[src/rtl/key_sequencer_pkg.sv]
// Shared definitions for the key sequencer slice.
// Holds the key-press bit layout, brick position/direction widths, the
// column extraction macro and the sequencer state encodings. The macros are
// the header-style names the game controller uses; the package re-exports
// them as typed constants for the RTL and the bench.
`ifndef KEY_SEQ_DEFINES
`define KEY_SEQ_DEFINES
`define KEY_PRESS_LEN 5
`define KEY_UP        0
`define KEY_DOWN      1
`define KEY_LEFT      2
`define KEY_RIGHT     3
`define KEY_SPACE     4
`define POS_LEN       8
`define DIR_LEN       2
// Brick anchor position is {y, x}; the column lives in the low half.
`define GETX(p)       ((p)[3:0])
`define SEQ_IDLE      3'd0
`define SEQ_ROTATE    3'd1
`define SEQ_SHIFT     3'd2
`define SEQ_DROP      3'd3
`define SEQ_DONE      3'd4
`endif

package key_sequencer_pkg;
  localparam int KEY_PRESS_LEN = `KEY_PRESS_LEN;
  localparam int KEY_UP        = `KEY_UP;
  localparam int KEY_DOWN      = `KEY_DOWN;
  localparam int KEY_LEFT      = `KEY_LEFT;
  localparam int KEY_RIGHT     = `KEY_RIGHT;
  localparam int KEY_SPACE     = `KEY_SPACE;
  localparam int POS_LEN       = `POS_LEN;
  localparam int DIR_LEN       = `DIR_LEN;
  // Width of the column field inside a position word.
  localparam int X_POS_W       = POS_LEN / 2;

  typedef enum logic [2:0] {
    S_IDLE   = `SEQ_IDLE,
    S_ROTATE = `SEQ_ROTATE,
    S_SHIFT  = `SEQ_SHIFT,
    S_DROP   = `SEQ_DROP,
    S_DONE   = `SEQ_DONE
  } seq_state_e;
endpackage

[src/rtl/key_sequencer_seq_progress_check.sv]
// seq_progress_check: post-pulse settle timer and progress watchdog.
// On pulse it records the observed value and loads the gap counter with GAP.
// The counter runs down to 0; on the step into 0 the observed value is
// compared with the recorded one. No change bumps the fail counter, a change
// clears it. clear resets the fail counter (phase change / new request).
// Ports:
//   main_clk, rst_1plus : clock, async active-high reset
//   clear               : zero the fail counter
//   pulse               : a key pulse is being issued this cycle
//   obs [W-1:0]         : value being steered (direction or column)
//   ready               : gap counter is 0, a new decision may be taken
//   fail_limit          : MAX_FAIL consecutive no-progress pulses seen
module seq_progress_check #(
  parameter int GAP      = 3,
  parameter int MAX_FAIL = 4,
  parameter int W        = 4
) (
  input  logic         main_clk,
  input  logic         rst_1plus,
  input  logic         clear,
  input  logic         pulse,
  input  logic [W-1:0] obs,
  output logic         ready,
  output logic         fail_limit
);
  localparam int FW = $clog2(MAX_FAIL + 1);

  logic [3:0]    gap_cnt;
  logic [FW-1:0] fail_cnt;
  logic [W-1:0]  rec;

  always_ff @(posedge main_clk or posedge rst_1plus) begin
    if (rst_1plus) begin
      gap_cnt  <= '0;
      fail_cnt <= '0;
      rec      <= '0;
    end else begin
      if (pulse) begin
        gap_cnt <= 4'(GAP);
        rec     <= obs;
      end else if (gap_cnt != 4'd0) begin
        gap_cnt <= gap_cnt - 4'd1;
      end
      // Clear and the end-of-gap compare never coincide: the FSM only
      // clears when ready, i.e. after the compare has already happened.
      if (clear) begin
        fail_cnt <= '0;
      end else if (!pulse && gap_cnt == 4'd1) begin
        if (obs == rec) fail_cnt <= fail_cnt + FW'(1);
        else            fail_cnt <= '0;
      end
    end
  end

  assign ready      = (gap_cnt == 4'd0);
  assign fail_limit = (fail_cnt >= FW'(MAX_FAIL));
endmodule

[src/rtl/key_sequencer.sv]
// key_sequencer: autoplay key-stimulus generator.
// After start it rotates the brick (UP) to target_dir, shifts it
// (LEFT/RIGHT) to target_x, then drops it (SPACE). Each pulse is followed by
// a GAP-cycle settle before the brick feedback is trusted; a phase that makes
// no progress for MAX_FAIL pulses is abandoned and blocked is flagged.
// Ports:
//   main_clk, rst_1plus      : clock, async active-high reset
//   start                    : one-cycle request, latches targets in IDLE
//   target_x, target_dir     : desired column / rotation
//   cur_pos, cur_dir         : brick feedback from the game controller
//   game_idle                : game FSM in WAIT, pulses allowed
//   key_press_1plus          : registered one-hot one-cycle key pulses
//   busy, done, blocked      : request status (done is a one-cycle pulse,
//                              blocked is sticky until the next start)
module key_sequencer
  import key_sequencer_pkg::*;
#(
  parameter int GAP      = 3,
  parameter int MAX_FAIL = 4,
  parameter int X_LEN    = 4
) (
  input  logic                     main_clk,
  input  logic                     rst_1plus,
  input  logic                     start,
  input  logic [X_LEN-1:0]         target_x,
  input  logic [DIR_LEN-1:0]       target_dir,
  input  logic [POS_LEN-1:0]       cur_pos,
  input  logic [DIR_LEN-1:0]       cur_dir,
  input  logic                     game_idle,
  output logic [KEY_PRESS_LEN-1:0] key_press_1plus,
  output logic                     busy,
  output logic                     done,
  output logic                     blocked
);
  localparam int OBS_W = (X_LEN > DIR_LEN) ? X_LEN : DIR_LEN;

  seq_state_e               state, state_nxt;
  logic [X_LEN-1:0]         tx_q;
  logic [DIR_LEN-1:0]       tdir_q;
  logic [KEY_PRESS_LEN-1:0] key_nxt;
  logic                     busy_nxt, done_nxt, blocked_nxt, latch;
  logic                     pc_pulse, pc_clear, pc_ready, pc_limit;
  logic [X_LEN-1:0]         cur_x;
  logic [OBS_W-1:0]         obs;
  logic                     unused_pos_y;

  assign cur_x        = X_LEN'(cur_pos[X_POS_W-1:0]);
  assign unused_pos_y = ^cur_pos[POS_LEN-1:X_POS_W];

  // The checker watches whichever quantity the current phase steers. State
  // cannot change during a gap, so the mux is stable across the compare.
  assign obs = (state == S_SHIFT) ? OBS_W'(cur_x) : OBS_W'(cur_dir);

  seq_progress_check #(.GAP(GAP), .MAX_FAIL(MAX_FAIL), .W(OBS_W)) u_chk (
    .main_clk  (main_clk),
    .rst_1plus (rst_1plus),
    .clear     (pc_clear),
    .pulse     (pc_pulse),
    .obs       (obs),
    .ready     (pc_ready),
    .fail_limit(pc_limit)
  );

  always_ff @(posedge main_clk or posedge rst_1plus) begin
    if (rst_1plus) begin
      state           <= S_IDLE;
      tx_q            <= '0;
      tdir_q          <= '0;
      key_press_1plus <= '0;
      busy            <= 1'b0;
      done            <= 1'b0;
      blocked         <= 1'b0;
    end else begin
      state           <= state_nxt;
      key_press_1plus <= key_nxt;
      busy            <= busy_nxt;
      done            <= done_nxt;
      blocked         <= blocked_nxt;
      if (latch) begin
        tx_q   <= target_x;
        tdir_q <= target_dir;
      end
    end
  end

  always_comb begin
    state_nxt   = state;
    key_nxt     = '0;
    busy_nxt    = busy;
    done_nxt    = 1'b0;
    blocked_nxt = blocked;
    latch       = 1'b0;
    pc_pulse    = 1'b0;
    pc_clear    = 1'b0;
    unique case (state)
      S_IDLE: begin
        if (start) begin
          latch       = 1'b1;
          busy_nxt    = 1'b1;
          blocked_nxt = 1'b0;
          pc_clear    = 1'b1;
          state_nxt   = S_ROTATE;
        end
      end
      S_ROTATE: begin
        if (pc_ready) begin
          // Giving up does not need game_idle: no pulse is issued.
          if (pc_limit) begin
            blocked_nxt = 1'b1;
            pc_clear    = 1'b1;
            state_nxt   = S_SHIFT;
          end else if (game_idle) begin
            if (cur_dir == tdir_q) begin
              pc_clear  = 1'b1;
              state_nxt = S_SHIFT;
            end else begin
              key_nxt[KEY_UP] = 1'b1;
              pc_pulse        = 1'b1;
            end
          end
        end
      end
      S_SHIFT: begin
        if (pc_ready) begin
          if (pc_limit) begin
            blocked_nxt = 1'b1;
            pc_clear    = 1'b1;
            state_nxt   = S_DROP;
          end else if (game_idle) begin
            if (cur_x == tx_q) begin
              pc_clear  = 1'b1;
              state_nxt = S_DROP;
            end else if (cur_x < tx_q) begin
              key_nxt[KEY_RIGHT] = 1'b1;
              pc_pulse           = 1'b1;
            end else begin
              key_nxt[KEY_LEFT] = 1'b1;
              pc_pulse          = 1'b1;
            end
          end
        end
      end
      S_DROP: begin
        if (pc_ready && game_idle) begin
          key_nxt[KEY_SPACE] = 1'b1;
          state_nxt          = S_DONE;
        end
      end
      S_DONE: begin
        done_nxt  = 1'b1;
        busy_nxt  = 1'b0;
        state_nxt = S_IDLE;
      end
      default: state_nxt = S_IDLE;
    endcase
  end
endmodule

[config.mk]
export PLATFORM = sky130hd
export DESIGN_NAME = key_sequencer
export DESIGN_NICKNAME = d
export VERILOG_FILES = /design/src/rtl/key_sequencer_pkg.sv /design/src/rtl/key_sequencer_seq_progress_check.sv /design/src/rtl/key_sequencer.sv
export SDC_FILE = /design/constraint.sdc
export NUM_CORES = 1
export LEC_CHECK = 0
export ABC_AREA = 1
export ABC_CLOCK_PERIOD_IN_PS = 2000
export BUFFER_PORTS_ARGS = -buffer_cell sky130_fd_sc_hd__buf_4
export CAP_MARGIN = 10
export CORE_MARGIN = 5
export CORE_UTILIZATION = 40
export DETAILED_ROUTE_END_ITERATION = 10
export SYNTH_ARGS = -nofsm -noshare
export SYNTH_HDL_FRONTEND = slang
export SYNTH_SLANG_ARGS = --single-unit
[constraint.sdc]
create_clock -name main_clk -period 2 [get_ports main_clk]
set_input_delay 0.3 -clock main_clk [delete_from_list [all_inputs] [get_ports main_clk]]
set_output_delay 0.3 -clock main_clk [all_outputs]
set_load 0.005 [all_outputs]
* Yosys cells after proc, flatten, opt, wreduce, memory -nomap -nowiden *
Cells that the tools add are included.

word-level totals
  output and inout port bits = 8
  input port bits = 20
  flip-flop bits (word level) = 27

operators by class
  add/sub/neg operators = 2
  reductions and logical operators = 14
  equality and inequality tests = 18
  muxes and demuxes = 54
  magnitude comparators = 2

operators by type and width
  cell                                                  count
  two-way mux 3 bit                                     13
  two-way mux 1 bit                                     28
  two-way mux 4 bit                                     3
  one-hot mux 3 bit (4 select lines)                    1
  two-way mux 2 bit                                     5
  != test 3 bit (second input constant)                 3
  equality test 4 bit                                   2
  != test 2 bit (second input constant)                 4
  AND reduction 8 bit                                   1
  nonzero test 2 bit                                    4
  equality test 3 x 2 -> 1 bit (second input constant)  2
  one-hot mux 1 bit (2 select lines)                    3
  equality test 4 x 1 -> 1 bit (second input constant)  1
  logical NOT 4 bit                                     1
  < comparator 4 bit                                    1
  != test 2 x 1 -> 1 bit (second input constant)        2
  AND reduction 4 bit                                   1
  nonzero test 4 bit                                    1
  subtractor 4 x 1 -> 4 bit (second input constant)     1
  adder 3 x 1 -> 3 bit (second input constant)          1
  equality test 3 x 1 -> 1 bit (second input constant)  1
  equality test 3 bit (second input constant)           1
  >= comparator 3 bit (second input constant)           1
  logical NOT 3 bit                                     1
  other kinds (7)                                       8

* Depth between registers and ports, before layout *
Gate-level depths: netlist (run 1).

  word-level depth = 10
  gate-level depth with buffers = 12

* Cells and area by module *
A second synthesis (run 1) with hierarchy kept.

second synthesis, totals
  cell total of the unflattened synthesis = 198
  area total of the unflattened synthesis = 1,530.2 µm²

modules (own cells, without submodules)
  module              seq. area each (µm²)  cells each  area an instance (µm²)  instances
  key_sequencer       400.4                 117         897.1                   1
  seq_progress_check  275.3                 81          633.1                   1

* Worst setup path before layout (run 1) *
Ideal clock, no wire load.

  kind = flip-flop to flip-flop
  from = reg u_chk.gap_cnt[0]
  to = reg u_chk.fail_cnt[0]
  arrival time = 1.309 ns
  stages on the path, launching flop included = 12
  data required time = 1.887 ns
  period minus slack after synthesis = 1.421 ns
  path slack = 0.579 ns
  cell sequence = dfrtp_1 inv_1 ha_1 nand2_1 nor2_2 nand3_2 nand3_2 nand2_1 clkinv_1 nor2_1 nand2_1 inv_1

between the ends
  longest elaborated chain between the ends = 6
  elaborated cells between the ends (all ways) = 12
  classes of those cells = 1 x eq/ne; 7 x mux; 4 x reduce/logical

RTL lines
  item                                  line                                        source
  start, declared                       key_sequencer_seq_progress_check.sv:28      logic [3:0] gap_cnt;
  start signal, assigned                key_sequencer_seq_progress_check.sv:39      gap_cnt <= 4'(GAP);
  start signal, assigned                key_sequencer_seq_progress_check.sv:42      gap_cnt <= gap_cnt - 4'd1;
  logical NOT 4 bit                     key_sequencer_seq_progress_check.sv:55      assign ready = (gap_cnt == 4'd0);
  two-way mux 1 bit (on tied branches)  key_sequencer.sv:124, key_sequencer.sv:106
  one-hot mux 1 bit (2 select lines)    key_sequencer.sv:95                         unique case (state)
  logical NOT 1 bit                     key_sequencer_seq_progress_check.sv:48      end else if (!pulse && gap_cnt == 4'd1) begin
  logical AND 1 bit                     key_sequencer_seq_progress_check.sv:48
  nonzero test 2 bit (no source line)   n/a
  end signal, assigned                  key_sequencer_seq_progress_check.sv:49      if (obs == rec) fail_cnt <= fail_cnt + FW'(1);
  end, declared                         key_sequencer_seq_progress_check.sv:29      logic [FW-1:0] fail_cnt;

Parallel ways exist; a longest one is shown, timed or not.
A chain may end at the register's enable or synchronous reset.

* Final worst setup path (run 1) *
  from = reg u_chk.gap_cnt[0]
  to = reg u_chk.fail_cnt[2]

The elaborated chain is that of the path after synthesis.

==> impl_metrics.toml, run 1 <==
[outcome]
outcome = "finished, final reports clean"

[die]
core_um2 = 3940
start_util = 0.404
die_y_um = 73.1
die_w_um = 73.1
io_pins = 28
die_area_um2 = 5350
rows = 23

[timing]
max_freq_mhz = 616
slew_viol_final = 0
setup_viol = 0
hold_viol = 0
rsz0062_at_grt = "no"
fin_setup_tns_ns = 0
period_share = 0.811
skew_ns = 0.00147
holdWs_ns = 0.0791
fin_crit_ns = 1.62

[clock_tree]
cts_tree = "built"
clockRootBuffer = "clkbuf_8"
cts.reportedPaths.clkPinSlew_ns = 0.09
cts_buffers = 3
cts_hold_buffers = 0
clock_latency_ns = 0.27
cts_resized = 0
cts_sinks = 27
cts_buffer_depth = 2
cts.htree.levels = 1
post-cts-setup-buffer-count = 0

[grt]
grt_start_max_net_pins = 28
grt_pass1_wl_um = 5450
overflow = 0
grt_pass1_vias = 1281
antenna_found_initial = 0
track_usage = 0.130

[route]
dr_wl_met3_um = 119
dr.first_iter.drc_count = 39
routed-wl-met2_um = 1450
route.antenna.remaining_nets = 0
wl_um = 3070
via_per_inst = 4.55
routedWlPerCell_um = 10.7
top_layer_used = "met4"
vias = 1305
drc = 0
drt-met1-wl_um = 1470
drtPass1Iterations = 4

[synth]
synth-seq-cells = 27
syn_inst = 211
syn_nets = 239
async_flop_share = 1.00
synth_edf_count = 0
synth_flop_cell = "dfrtp_1"
yosys_warnings = 0
syn_area_um2 = 1590
synth-seq-area-share = 0.424
yosysUniqueCellTypes = 24
syn_area_per_cell_um2 = 7.55

[power]
leakage_nw = 1.04
total_power_w = 0.00228
p_per_area_nw_per_um2 = 1220
ir_worst_vdd_mv = 0.593

[worst_setup_path]
r2r_slack_ns = 0.38
crit_path_end_kind = "flop"
crit_fanout = 6
critPathArrivalTime_ns = 1.80
cp.required_ns = 2.18
crit_type = "reg -> reg"
start_kind = "flop"

[job]
max_cap_viol_count = 0

[placement]
gp_congestion = 0.790
numPortBuffers = 22
hpwl_um = 2400

[finish]
area_delta_synth_final_pct = 17.0
layout-drive-gt1-share = 0.198
diodes = 0
final_nets = 266

[min_path]
worstHoldPathType = "in -> async"
registers in the layout, indices dropped and copies added, names as in the netlist:
signal           cells
done                 1
u_chk.gap_cnt        4
tx_q                 4
u_chk.fail_cnt       3
blocked              1
busy                 1
u_chk.rec            4
key_press_1plus      4
tdir_q               2
state                3
cell type report:
cell class	count	area (um2)
well taps	50	62.6
clock inverters	1	5.00
inverters	40	150
fillers	387	2080
clock buffers	3	41.3
flip-flops and latches	27	676
repair buffers	26	195
multi-input cells	140	734
placed cells by master, fill, tap and decap left out, types with 2 or more instances in the layout:
cell	instances
nand2_2	5
nand4_1	5
nand3_1	14
dfrtp_1	27
clkinv_1	3
a21oi_1	3
buf_4	26
nor2_2	5
nand2_1	61
clkbuf_8	3
inv_1	36
o21ai_1	2
xor2_1	2
nor2_1	14
o21ai_0	11
ha_1	8
nand3_2	4
per-layer routing:
layer,track usage,up-vias
li1,-,697
met1,0.168,582
met2,0.223,21
met3,0.0207,5
met4,0.0369,0
met5,0,-
power by group:
| group | switching (W) | internal [W] | leakage, nW |
|---|---|---|---|
| clock network | 0.000174 | 0.000140 | 0.0255 |
| logic | 0.000693 | 0.000424 | 0.672 |
| registers | 0.000125 | 0.000726 | 0.343 |
| total | 0.000993 | 0.00129 | 1.04 |
cell usage after synthesis, drive strengths merged (2+ instances only):
master / number / area share
xor2: 2 / 0.011
nand4: 5 / 0.020
a21oi: 3 / 0.0094
dfrtp: 27 / 0.42
nor2: 20 / 0.060
ha: 8 / 0.063
clkinv: 3 / 0.0071
nand3: 19 / 0.080
buf: 4 / 0.021
o21ai: 13 / 0.041
inv: 37 / 0.087
nand2: 66 / 0.16
kinds of logic (layout without fill, tap and decap cells):
kind of cell	count (synthesis)	after routing	share of synthesized area
buffers and inverters	44	70	0.115
flip-flops	27	27	0.424
AO/OA/AOI/OAI	18	18	0.0589
adder cells (fa/ha/maj)	8	8	0.0628
AND/OR/NAND/NOR	111	111	0.326
XOR/XNOR	2	2	0.0110
other	1	1	0.00235
through the flow:
stage | cell area, um2 | cells | utilization | setup WS, ns
2_1_floorplan | 1590 | 211 | - | 0.579
3_3_place_gp | 1820 | 283 | 0.461 | 0.335
3_5_place_dp | 1820 | 283 | 0.461 | 0.331
4_1_cts | 1860 | 287 | 0.473 | 0.359
5_1_grt | 1860 | 287 | 0.473 | 0.137
6_report | 1860 | 287 | 0.473 | 0.377
worst paths after layout:
check	start	end	depth (start not counted)
max	u_chk.gap_cnt[0]$_DFFE_PP0P_	u_chk.fail_cnt[2]$_DFFE_PP0P_	11
min	rst_1plus	u_chk.gap_cnt[2]$_DFFE_PP0P_	3
max reg2reg	u_chk.gap_cnt[0]$_DFFE_PP0P_	u_chk.fail_cnt[2]$_DFFE_PP0P_	11
min reg2reg	tx_q[0]$_DFFE_PP0P_	tx_q[0]$_DFFE_PP0P_	2
max in group asynchronous	rst_1plus	tx_q[2]$_DFFE_PP0P_	3
min in group main_clk	target_x[0]	tx_q[0]$_DFFE_PP0P_	3
critical path, stage by stage (launching register included):
cell      delay (ns)
dfrtp_1         0.41
inv_1           0.10
ha_1            0.19
nand2_1         0.15
nor2_2          0.20
nand2_2         0.13
nand3_2         0.13
nand2_1         0.06
clkinv_1        0.04
nor2_1          0.03
nand2_1         0.06
inv_1           0.03
No activity file was read; power rests on OpenSTA's default activity.
==> inputs of run 2 (changes only) <==
- ABC_AREA: 1 -> 0
- ABC_CLOCK_PERIOD_IN_PS: 2000 -> 1300
- clock period: 2 -> 1.3 ns (I/O delays scaled with it)
==> run 2 against run 1 <==
Compared with the run above: the run now ends with negative setup slack left; clock skew barely moved; flip-flop and latch count did not move; via count rose by 15%; worst setup slack got worse by 1.1 ns; critical endpoint is now state[0]$_DFFE_PP0P_.
==> impl_metrics.toml, run 2 <==
[outcome]
outcome = "finished, violations left"
violations = "negative setup slack"

[synth]
synth_edf_count = 0
yosys.area.top_type = "dfrtp_1"
synth.most_common_cell = "dfrtp_1"
syn_inst = 163
syn_area_um2 = 1560
async_flop_share = 1.00
synth-seq-cells = 27
synthTopCellsByArea = "dfrtp_1 (43%), ha_1 (6.4%), inv_1 (4.1%)"
yosysUniqueCellTypes = 46
synth_common_cells = "dfrtp_1 (27), inv_1 (17), nand2_1 (13)"
syn_area_per_cell_um2 = 9.56
yosys.area.top_type_share = 0.434
syn_nets = 191
synth-seq-area-share = 0.434
synth_flop_cell = "dfrtp_1"
yosys_warnings = 0

[finish]
layout-drive-gt1-share = 0.531
final_nets = 268
layout_commonest_cell = "buf_4"
fin_util = 0.672
multi_input_area_um2 = 1000
area_delta_synth_final_pct = 60.4
mostFrequentLayoutCells = "buf_4 (64), dfrtp_1 (26), buf_6 (14), nand2_1 (12), inv_1 (12)"
stdcell_area_um2 = 2500
diodes = 0
regArea_um2 = 677
nFillCells = 290

[grt]
track_usage = 0.182
overflow = 0
grt_pass1_vias = 1635
grt_pass1_wl_um = 7470
grt_start_max_net_pins = 28
antenna_found_initial = 0

[clock_tree]
clockRootBuffer = "clkbuf_8"
clock_latency_ns = 0.27
cts_buffer_depth = 2
cts_tree = "built"
cts.reportedPaths.clkPinSlew_ns = 0.10
cts.htree.levels = 1
cts_sinks = 27
cts_buffers = 3

[power]
ir_worst_vdd_mv = 1.06
p_per_area_nw_per_um2 = 1970
leakage_nw = 1.15
total_power_w = 0.00493

[placement]
hpwl_um = 3200
dpl_cell_area_um2 = 2130
gp_congestion = 0.919
pre_cts_ws_ns = -0.722
numPortBuffers = 22

[timing]
period_share = 1.56
max_freq_mhz = 492
fin_setup_tns_ns = -8.23
fin_ws_ns = -0.731
rsz0062_at_grt = "yes"
slew_viol_final = 0
hold_viol = 0
setup_viol = 23
skew_ns = 0.00156
fin_crit_ns = 2.03

[route]
routedWlPerCell_um = 15.9
vias = 1497
drc = 0
via_per_inst = 5.22
route.antenna.remaining_nets = 0
drtPass1Iterations = 4
dr.first_iter.drc_count = 63
wl_um = 4570

[die]
die_area_um2 = 5240
die_y_um = 72.4
die_w_um = 72.4
core_um2 = 3720
io_pins = 28
start_util = 0.419
rows = 22

[worst_setup_path]
crit_fanout = 2
crit_family = "simple AND/OR/NAND/NOR gates"
crit_path_end_kind = "flop"
cp.required_ns = 1.47
max_stage_delay_ns = 0.40
path_cells = "inv_2 > ha_4 > or3b_4 > or3_4 > a221oi_4 > mux2_4"
cp_num_buf_inv = 1
cpMaxStageDelayCell = "dfrtp_1"
critPathArrivalTime_ns = 2.20
crit_type = "reg -> reg"
start_kind = "flop"

[min_path]
worstHoldPathType = "in -> reg"

[job]
max_cap_viol_count = 0
[run 2: cell types whose count changed after synthesis, moves of 4 or more]
cell     previous run  this run
nand2_1            61        13
nand3_1            14         4
xnor2_1             0         5
nor2_2              5         0
inv_1              36        17
a21oi_1             3        11
nor4_1              0         6
nand3_2             4         0
nand2_2             5         0
[run 2: cell type report]
type / instances / share of cell area
multi-input combinational: 112 / 0.402
clock buffer: 3 / 0.0165
tap: 48 / 0.0240
inverter: 17 / 0.0255
sequential: 27 / 0.271
timing repair buffer: 79 / 0.259
clock inverter: 1 / 0.00200
[run 2: worst min-delay path: stages]
cell,delay (ns)
buf_4,0.08
nand2_1,0.04
o21ai_1,0.07
[run 2: metrics by stage]
stage,cells,hold slack (ns)
floorplan,163,0.248
global placement,272,0.283
detailed placement,272,0.288
CTS,279,0.139
global route,287,0.135
finish,287,0.144
[run 2: final timing paths]
| path | startpoint | end | slack (ns) | cells after the start |
|---|---|---|---|---|
| max in group asynchronous | rst_1plus | state[1]$_DFFE_PP0P_ | 0.48 | 4 |
| hold reg to reg | busy$_DFFE_PP0P_ | busy$_DFFE_PP0P_ | 0.51 | 1 |
| hold / removal | target_x[3] | tx_q[3]$_DFFE_PP0P_ | 0.14 | 3 |
| setup reg to reg | u_chk.gap_cnt[0]$_DFFE_PP0P_ | state[0]$_DFFE_PP0P_ | -0.73 | 6 |
| min in group asynchronous | rst_1plus | u_chk.gap_cnt[0]$_DFFE_PP0P_ | 0.53 | 4 |
| setup / recovery | u_chk.gap_cnt[0]$_DFFE_PP0P_ | state[0]$_DFFE_PP0P_ | -0.73 | 6 |
[run 2: kinds of logic (layout without fill, tap and decap cells)]
group	after synthesis	in the layout	share of synthesized area
DFF	27	27	0.434
xor gates and xnor gates	5	5	0.0281
adders and majority gates	8	8	0.0643
and+or+nand+nor	59	59	0.214
AOI/OAI and AO/OA	33	33	0.142
buffers and inverters	24	100	0.0731
muxes	6	6	0.0418
other	1	1	0.00241
[run 2: repair_timing]
action	4_1_cts	5_1_grt
cloned	0	0
buffers inserted	2	8
gates resized for setup	37	15
endpoints found under the hold margin	27	0
hold buffers	1	0
setup endpoints to repair	24	24
pin swaps	18	3
[run 2: per-layer routing]
metal  global-route usage  vias up  wire [um]
met5                    0        -          0
met4               0.0881        0        131
met3               0.0305       14        172
met2                0.330       37       2370
met1                0.204      728       1890
li1                     -      718          -
[run 2: report_power, final]
part	leakage (nW)	switching [W]	internal [W]
clock	0.0255	0.000275	0.000215
combinational	0.781	0.00142	0.00165
sequential	0.343	0.000240	0.00113
==> inputs of run 3 (changes only) <==
- ABC_CLOCK_PERIOD_IN_PS: 1300 -> 2100
- GPL_TIMING_DRIVEN: not set -> 0
- clock period: 1.3 -> 2.1 ns (I/O delays scaled with it)
==> run 3 against run 2 <==
Compared with the run above: critical endpoint unchanged; die area unchanged; hold slack worse by 0.080 ns; first-iteration DRC count fell by 9.5%; the run still ends with negative setup slack left; cell count down 16%; routed wire length down 25%; non-clock buffer count fell by 46; clock-buffer cell count unchanged; flip-flop and latch count stayed put; highest routed layer unchanged; register-to-register slack improved by 0.71 ns; sequential share of layout area rose by 7.8 points.
==> impl_metrics.toml, run 3 (same netlist as run 2, synthesis figures left out) <==
[route]
routedWlPerCell_um = 14.2
route.antenna.remaining_nets = 0
dr.first_iter.drc_count = 57
drc = 0
via_per_inst = 5.23
drtPass1Iterations = 4
wl_um = 3420
vias = 1260

[power]
p_per_area_nw_per_um2 = 1190
total_power_w = 0.00230
leakage_nw = 0.899
ir_worst_vdd_mv = 0.534

[timing]
period_share = 1.01
max_freq_mhz = 472
holdWs_ns = 0.0640
fin_crit_ns = 2.12
tightest_slew_ns = 0.513
timing.slew.headroom = 0.657
hold_viol = 0
skew_ns = 0.0104
slew_viol_final = 0
setup_viol = 1
rsz0062_at_grt = "yes"
fin_ws_ns = -0.0190

[clock_tree]
clock_latency_ns = 0.28
cts_hold_buffers = 0
cts.reportedPaths.clkPinSlew_ns = 0.10
cts_buffers = 3
cts.htree.levels = 1
clockRootBuffer = "clkbuf_8"
cts_buffer_depth = 2
cts_tree = "built"
cts_sinks = 27

[die]
die_w_um = 72.4
die_y_um = 72.4
start_util = 0.419
core_um2 = 3720
rows = 22
die_area_um2 = 5240
io_pins = 28

[grt]
overflow = 0
grt_pass1_wl_um = 5480
track_usage = 0.133
grt_pass1_vias = 1224
grt_start_max_net_pins = 28
antenna_found_initial = 0

[outcome]
outcome = "finished, violations left"
violations = "negative setup slack"

[worst_setup_path]
start_kind = "flop"
crit_path_end_kind = "flop"
cp.required_ns = 2.26
r2r_slack_ns = -0.02
r2r_end = "state[0]$_DFFE_PP0P_"
crit_fanout = 4
rr_startpoint = "u_chk.gap_cnt[1]$_DFFE_PP0P_"
r2r_cells = 6
critPathArrivalTime_ns = 2.28
crit_type = "reg -> reg"

[finish]
area_delta_synth_final_pct = 24.3
diodes = 0
layout-drive-gt1-share = 0.290
mostFrequentLayoutCells = "buf_4 (28), dfrtp_1 (27), inv_1 (15), nand2_1 (13)"
stdcell_area_um2 = 1940
final_nets = 222
nFillCells = 338
layout_commonest_cell = "buf_4"
fin_cells = 241
multi_input_area_um2 = 821
regArea_um2 = 676

[min_path]
worstHoldPathType = "in -> async"

[placement]
dpl_cell_area_um2 = 1790
pre_cts_ws_ns = -0.116
numPortBuffers = 22
gp_congestion = 0.811
dp_cells = 233
hpwl_um = 2490

[job]
max_cap_viol_count = 0
[run 3: cell type report]
cell class / count / share of cell area
flip-flops and latches: 27 / 0.349
plain buffers: 6 / 0.0239
multi-input cells: 112 / 0.424
well taps: 48 / 0.0310
inverters: 17 / 0.0330
clock buffers: 3 / 0.0213
clock inverters: 1 / 0.00259
repair buffers: 27 / 0.115
[run 3: power breakdown]
part	switching, W	total [W]	internal, W	leakage (nW)
Clock	0.000168	0.000301	0.000133	0.0255
Sequential	0.000139	0.000835	0.000696	0.345
Combinational	0.000612	0.00117	0.000554	0.529
[run 3: through the flow]
| stage | utilization | TNS (ns) |
|---|---|---|
| 3_5_place_dp | 0.481 | -0.116 |
| 5_1_grt | 0.521 | -0.0409 |
| 2_1_floorplan | - | 0 |
| 3_3_place_gp | 0.481 | -0.103 |
| 4_1_cts | 0.500 | 0 |
| 6_report | 0.521 | -0.0190 |
[run 3: how the worst max path moves through the flow]
stage	cells past startpoint	from	slack [ns]	endpoint
CTS	6	u_chk.gap_cnt[1]$_DFFE_PP0P_	0.02	state[0]$_DFFE_PP0P_
finish	6	u_chk.gap_cnt[1]$_DFFE_PP0P_	-0.02	state[0]$_DFFE_PP0P_
global placement	6	u_chk.gap_cnt[0]$_DFFE_PP0P_	-0.10	state[0]$_DFFE_PP0P_
floorplan	6	u_chk.gap_cnt[0]$_DFFE_PP0P_	0.007	state[0]$_DFFE_PP0P_
detailed placement	6	u_chk.gap_cnt[0]$_DFFE_PP0P_	-0.12	state[0]$_DFFE_PP0P_
global route	6	u_chk.gap_cnt[1]$_DFFE_PP0P_	-0.04	state[0]$_DFFE_PP0P_
[run 3: critical path, stage by stage (launching register included)]
cell,delay (ns)
dfrtp_1,0.40
inv_2,0.10
ha_4,0.16
or3b_4,0.38
or3_4,0.35
a221oi_4,0.28
mux2_4,0.33
[run 3: timing repair]
action | 4_1_cts | 5_1_grt
gates resized for setup | 3 | 6
buffers inserted | 2 | 2
endpoints found under the setup margin | 1 | 8
hold endpoints to repair | 0 | 0
pin swaps | 1 | 3
[run 3: routing by layer]
layer  share of wire  up-vias  track usage
met1            0.44      598        0.176
met2            0.48       30        0.213
li1                -      625            -
met5               0        -            0
met3           0.066        7       0.0291
met4           0.016        0       0.0492
